===== src/rtl/bitmap_offset_pipe_pkg.sv =====
// Shared code constants and the code-to-byte-size decode for the bitmap offset pipe.
package bitmap_offset_pipe_pkg;

   localparam logic [1:0] CODE_NONE0 = 2'b00;
   localparam logic [1:0] CODE_NONE1 = 2'b01;
   localparam logic [1:0] CODE_UNIT  = 2'b10;
   localparam logic [1:0] CODE_DUAL  = 2'b11;

   function automatic int unsigned code_size(input logic [1:0] code, input int unsigned unit);
      case (code)
         CODE_UNIT: return unit;
         CODE_DUAL: return 2 * unit;
         default:   return 0;
      endcase
   endfunction

endpackage


===== src/rtl/bitmap_prefix_sum.sv =====
// Inclusive prefix sum of per-lane sizes, Kogge-Stone tree of depth clog2(LANES).
module bitmap_prefix_sum #(
   parameter int unsigned LANES = 8,
   parameter int unsigned OFF_W = 11,
   localparam int unsigned PW   = OFF_W + $clog2(LANES)
) (
   input  logic [LANES*OFF_W-1:0] i_sizes,
   output logic [LANES*PW-1:0]    o_prefix
);

   localparam int unsigned LEVELS = $clog2(LANES);

   // Wide enough that no partial sum ever wraps
   logic [PW-1:0] w_lvl [LEVELS+1][LANES];

   for (genvar i = 0; i < LANES; i++) begin : g_leaf
      assign w_lvl[0][i] = PW'(i_sizes[i*OFF_W +: OFF_W]);
      assign o_prefix[i*PW +: PW] = w_lvl[LEVELS][i];
   end

   for (genvar l = 0; l < LEVELS; l++) begin : g_level
      for (genvar i = 0; i < LANES; i++) begin : g_lane
         if (i >= (1 << l)) begin : g_add
            assign w_lvl[l+1][i] = w_lvl[l][i] + w_lvl[l][i-(1<<l)];
         end else begin : g_pass
            assign w_lvl[l+1][i] = w_lvl[l][i];
         end
      end
   end

endmodule


===== src/rtl/bitmap_offset_pipe.sv =====
// Two-stage pipe turning per-lane 2-bit size codes into running inclusive byte offsets.
module bitmap_offset_pipe
   import bitmap_offset_pipe_pkg::*;
#(
   parameter int unsigned LANES = 8,
   parameter int unsigned OFF_W = 11,
   parameter int unsigned UNIT  = 16
) (
   input  logic                   clk,
   input  logic                   rst_n,
   input  logic                   in_valid,
   output logic                   in_ready,
   input  logic [2*LANES-1:0]     in_bitmap,
   input  logic                   in_first,
   input  logic [OFF_W-1:0]       in_base,
   output logic                   out_valid,
   input  logic                   out_ready,
   output logic [LANES*OFF_W-1:0] out_offset,
   output logic [OFF_W-1:0]       out_total,
   output logic                   out_ovf
);

   localparam int unsigned PW = OFF_W + $clog2(LANES);

   logic                   r_s1_valid;
   logic                   r_s2_valid;
   logic [LANES*OFF_W-1:0] r_s1_sizes;
   logic [OFF_W-1:0]       r_s1_base;
   logic [OFF_W-1:0]       r_run_base;

   logic [LANES*OFF_W-1:0] w_sizes;
   logic [PW-1:0]          w_in_total;
   logic [OFF_W-1:0]       w_block_base;
   logic [LANES*PW-1:0]    w_prefix;
   logic [LANES*OFF_W-1:0] w_offsets;
   logic [OFF_W-1:0]       w_total;
   logic                   w_ovf;
   logic                   w_s2_adv;
   logic                   w_s1_adv;
   logic                   w_in_xfer;

   assign w_s2_adv     = !r_s2_valid || out_ready;
   assign w_s1_adv     = r_s1_valid && w_s2_adv;
   assign in_ready     = rst_n && (!r_s1_valid || w_s2_adv);
   assign w_in_xfer    = in_valid && in_ready;
   assign out_valid    = r_s2_valid;
   assign w_block_base = in_first ? in_base : r_run_base;

   // Decode at the input; the beat total is needed right away for the running base
   always_comb begin
      w_sizes    = '0;
      w_in_total = '0;
      for (int i = 0; i < LANES; i++) begin
         w_sizes[i*OFF_W +: OFF_W] = OFF_W'(code_size(in_bitmap[2*i +: 2], UNIT));
         w_in_total = w_in_total + PW'(w_sizes[i*OFF_W +: OFF_W]);
      end
   end

   bitmap_prefix_sum #(
      .LANES (LANES),
      .OFF_W (OFF_W)
   ) u_prefix (
      .i_sizes  (r_s1_sizes),
      .o_prefix (w_prefix)
   );

   // Offsets are monotonic, so any lane wrapping implies the last lane wrapped
   always_comb begin
      logic [PW:0] w_full;
      w_offsets = '0;
      w_ovf     = 1'b0;
      w_full    = '0;
      for (int i = 0; i < LANES; i++) begin
         w_full = (PW+1)'(r_s1_base) + (PW+1)'(w_prefix[i*PW +: PW]);
         w_offsets[i*OFF_W +: OFF_W] = w_full[OFF_W-1:0];
         w_ovf = w_ovf | (w_full[PW:OFF_W] != '0);
      end
      w_total = w_prefix[(LANES-1)*PW +: OFF_W];
   end

   always_ff @(posedge clk) begin
      if (!rst_n) begin
         r_s1_valid <= 1'b0;
         r_s2_valid <= 1'b0;
         r_s1_sizes <= '0;
         r_s1_base  <= '0;
         r_run_base <= '0;
         out_offset <= '0;
         out_total  <= '0;
         out_ovf    <= 1'b0;
      end else begin
         if (in_ready) begin
            r_s1_valid <= in_valid;
         end
         if (w_in_xfer) begin
            r_s1_sizes <= w_sizes;
            r_s1_base  <= w_block_base;
            r_run_base <= OFF_W'(w_block_base + w_in_total);
         end
         if (w_s2_adv) begin
            r_s2_valid <= r_s1_valid;
         end
         if (w_s1_adv) begin
            out_offset <= w_offsets;
            out_total  <= w_total;
            out_ovf    <= w_ovf;
         end
      end
   end

endmodule


===== config.mk =====
export PLATFORM = sky130hd
export DESIGN_NAME = bitmap_offset_pipe
export DESIGN_NICKNAME = d
export VERILOG_FILES = /design/src/rtl/bitmap_offset_pipe_pkg.sv /design/src/rtl/bitmap_prefix_sum.sv /design/src/rtl/bitmap_offset_pipe.sv
export SDC_FILE = /design/constraint.sdc
export NUM_CORES = 1
export LEC_CHECK = 0
export BUFFER_PORTS_ARGS = -buffer_cell sky130_fd_sc_hd__buf_2
export CAP_MARGIN = 30
export CORE_MARGIN = 4
export CORE_UTILIZATION = 60
export DETAILED_ROUTE_END_ITERATION = 10
export PLACE_DENSITY = 0.78
export SLEW_MARGIN = 0
export SYNTH_ARGS = -nofsm -noshare
export SYNTH_HDL_FRONTEND = slang
export SYNTH_HIERARCHICAL = 1
export SYNTH_SLANG_ARGS = --single-unit

===== constraint.sdc =====
create_clock -name clk -period 6 [get_ports clk]
set_input_delay 0.6 -clock clk [delete_from_list [all_inputs] [get_ports clk]]
set_output_delay 0.6 -clock clk [all_outputs]
set_load 0.02 [all_outputs]

==> results.yml <==
status:
  status: "finished, final reports clean"
global_routing:
  antenna_found_initial: 1
  grt_pass1_vias: 15825
  grt_overflow: 0
  grt_usage_pct: 32.4
  grt_pass1_wl_microns: 84200
  grt_max_degree: 97
worst_setup_path:
  cp_max_fo: 6
  worst_setup_path_end_kind: "flop"
  crit_path_max_incr_delay_ns: 0.54
  crit_family: "adder cells"
  crit_path_start_kind: "flop"
  critPathArrivalTime_ns: 6.00
  critPathSlowestCell: "fa_1"
  critical_path_class: "reg2reg"
  crit_buf_inv: 2
  required_ns: 6.35
  crit_path_cell_trace: "ha_1, xnor2_2, inv_2, maj3_2, maj3_2, xnor2_1, fa_1, fa_1, inv_1, ha_1, nand2b_1, a21boi_2, nor2_1, xnor2_2, ha_2, a21oi_2, nand2_1, o311a_1, o21ai_0, and4_2, nand4_1, nor4_1, nor2_1"
cells_and_area:
  final_util_pct: 68.5
  area_delta_synth_final_pct: 11.8
  finalNetCount: 2840
  drive_above_1_share_pct: 9.75
detailed_routing:
  postRouteAntennaNets: 0
  vias: 16447
  viasPerCell: 5.72
  first_iter_violations: 1305
  wirelength_microns: 53200
  wire_per_inst_microns: 18.5
  drtPass1Iterations: 5
  drc: 0
timing:
  tns_ns: 0
  fin_ws_ns: 0.352
  setup_viol: 0
  hold_viol_final: 0
  finClkSkew_ns: 0.0152
  min_period_over_period_pct: 94.1
  hold_slack_ns: 0.418
  slew_headroom_pct: 40.7
  slew_violations: 0
  rsz0062_at_grt: "true"
  period_minus_slack_ns: 5.65
  tightestPinTransition_ns: 0.878
  timing.fmax_ghz: 0.177
clock_tree:
  cts_root_buffer: "clkbuf_16"
  numCtsBuffers: 17
  cts_max_level: 4
  clockBufferDepth: 2
  postCtsSetupRepairBufs: 0
  cts_hold_buffers: 0
  clkTransAtPathRegs_ns: 0.07
  clk_latency_ns: 0.46
  cts.sinks: 136
  cts_tree: "built"
synthesis:
  ys_warn_count: 6
  synthDistinctLibCells: 100
  async_flop_share_pct: 0
  postSynthAreaPerCell_sq_um: 7.97
  synth_edf_count: 0
  netlist_area_sq_um: 17700
  synth_ff_type: "dfxtp_1"
  synthCells: 2225
  ys_seq_elements: 136
  ys_seq_area_share_pct: 15.3
floorplanning:
  die_w_microns: 180
  initial_core_util_pct: 61.3
  die_h_microns: 180
  io_pins: 134
  die_area_sq_um: 32400
  rows: 62
  core_sq_um: 28900
placement:
  hpwl_microns: 44500
  port_buffers: 133
  globalplace.congestion: 1.01
  place_worst_setup_slack_ns: 0.122
run:
  maxCapViolations: 0
power_and_ir_drop:
  power_mw: 11.3
  sequentialPowerShare_pct: 10.6
  p_leak_nw: 9.85
  p_int_mw: 5.19
  power_switching_mw: 6.10
  pwr-share-clk_pct: 9.6
  p_per_area_nw_per_um2: 569
  p_sw_share_pct: 54.0
  combPwrFrac_pct: 79.8
  irDropWorstVdd_mv: 0.518
hold_path:
  hold_path_class: "in2reg"
## registers in the layout (all words and copies together) (netlist names)
name	cells
out_total	11
out_ovf	1
r_s1_base	11
r_run_base	7
out_valid	1
out_offset	88
r_s1_sizes	16
r_s1_valid	1
## worst paths after layout
path	startpoint	cells after the start	slack, ns	end
min reg2reg	r_run_base[7]	2	0.46	r_run_base[7]
min	in_base[2]	3	0.42	r_s1_base[2]
max	r_s1_sizes[15]	23	0.35	out_ovf
max reg2reg	r_s1_sizes[15]	23	0.35	out_ovf
## per-stage QoR
stage	instances	instance area [sq um]
after floorplan	2388	18300
after global placement	2844	19200
after detailed placement	2844	19200
after CTS	2876	19800
after global routing	2876	19800
final	2877	19800
## cell usage after synthesis, drive strengths merged, types with 11 or more instances
master	count	area (sq um)
and2	68	425
nand2	248	931
o21ai	153	769
xnor2	126	1120
fa	85	1700
clkbuf	47	206
nor2	137	514
o211a	16	160
a21boi	69	522
and3	15	98.9
nor3	41	210
o211ai	15	131
o21a	29	218
a21o	42	315
nand4	14	87.6
nand2b	23	144
nor2b	37	239
inv	216	811
ha	244	3050
xor2	52	455
buf	25	185
o21bai	27	203
dfxtp	136	2720
a21oi	115	576
nor4	11	81.3
a211oi	15	113
o31a	12	105
nand3	50	250
## power groups by stage
stage	clock, mW	sequential [mW]	combinational (mW)
after global routing	1.13	1.22	9.81
after CTS	1.09	1.20	7.77
after floorplan	0	1.38	6.28
after detailed placement	0	1.22	7.73
after global placement	0	1.21	7.63
final	1.08	1.20	9.00
## placed cells by master, fill, tap and decap left out, types with 8 or more instances in the layout
cell	n
nand2_1	246
ha_1	242
inv_1	214
conb_1	165
o21ai_0	146
nor2_1	137
dfxtp_1	136
buf_2	132
xnor2_1	123
a21oi_1	113
fa_1	85
and2_1	66
a21boi_0	65
xor2_1	52
nand3_1	50
a21o_1	42
nor3_1	40
nor2b_1	36
o21a_1	29
o21bai_1	27
nand2b_1	23
clkbuf_16	17
o211a_1	16
a211oi_1	15
nand4_1	14
o211ai_1	13
o31a_1	12
buf_4	12
and3_1	11
or3_1	10
o31ai_1	9
a31oi_1	9
o2111ai_1	9
nor4_1	9
mux2_2	8
## timing repair
item	CTS	global route
hold endpoints to repair	0	0
resized for setup	0	9
setup endpoints to repair	0	2
## per-layer routing
metal  up-vias  share of wire [%]  GRT usage (%)
met5         -                  0              0
met3        85                7.1           4.77
met1      7741                 44           43.5
li1       8062                  -              -
met4         0                3.1           11.6
met2       559                 46           53.2
## cells by family (layout without fill, tap and decap cells)
group	count (synthesis)	count (layout)	share of synthesized area [%]
xor gates and xnor gates	179	179	9.00
and+or+nand+nor	694	694	19.0
other	2	166	0.0423
adders and majority gates	336	336	27.2
muxes	11	11	0.677
DFF	136	136	15.3
AOI/OAI and AO/OA	579	579	22.0
buffers and inverters	288	392	6.78
## worst register-to-register path, cell delays in order (launching register included)
cell	delay [ns]
dfxtp_1	0.33
ha_1	0.38
xnor2_2	0.23
inv_2	0.12
maj3_2	0.33
maj3_2	0.34
xnor2_1	0.17
fa_1	0.48
fa_1	0.54
inv_1	0.04
ha_1	0.33
nand2b_1	0.09
a21boi_2	0.18
nor2_1	0.09
xnor2_2	0.17
ha_2	0.35
a21oi_2	0.17
nand2_1	0.08
o311a_1	0.36
o21ai_0	0.14
and4_2	0.22
nand4_1	0.09
nor4_1	0.28
nor2_1	0.06
## final cells by class
| class | instances | area (sq um) |
|---|---|---|
| sequential | 136 | 2720 |
| clock buffer | 18 | 439 |
| multi-input combinational | 1964 | 14500 |
| tap | 384 | 480 |
| timing repair buffer | 144 | 751 |
| clock inverter | 14 | 158 |
| fill | 2492 | 9110 |
| inverter | 216 | 811 |
| antenna | 1 | 2.50 |
No activity file was read; power rests on OpenSTA's default activity.
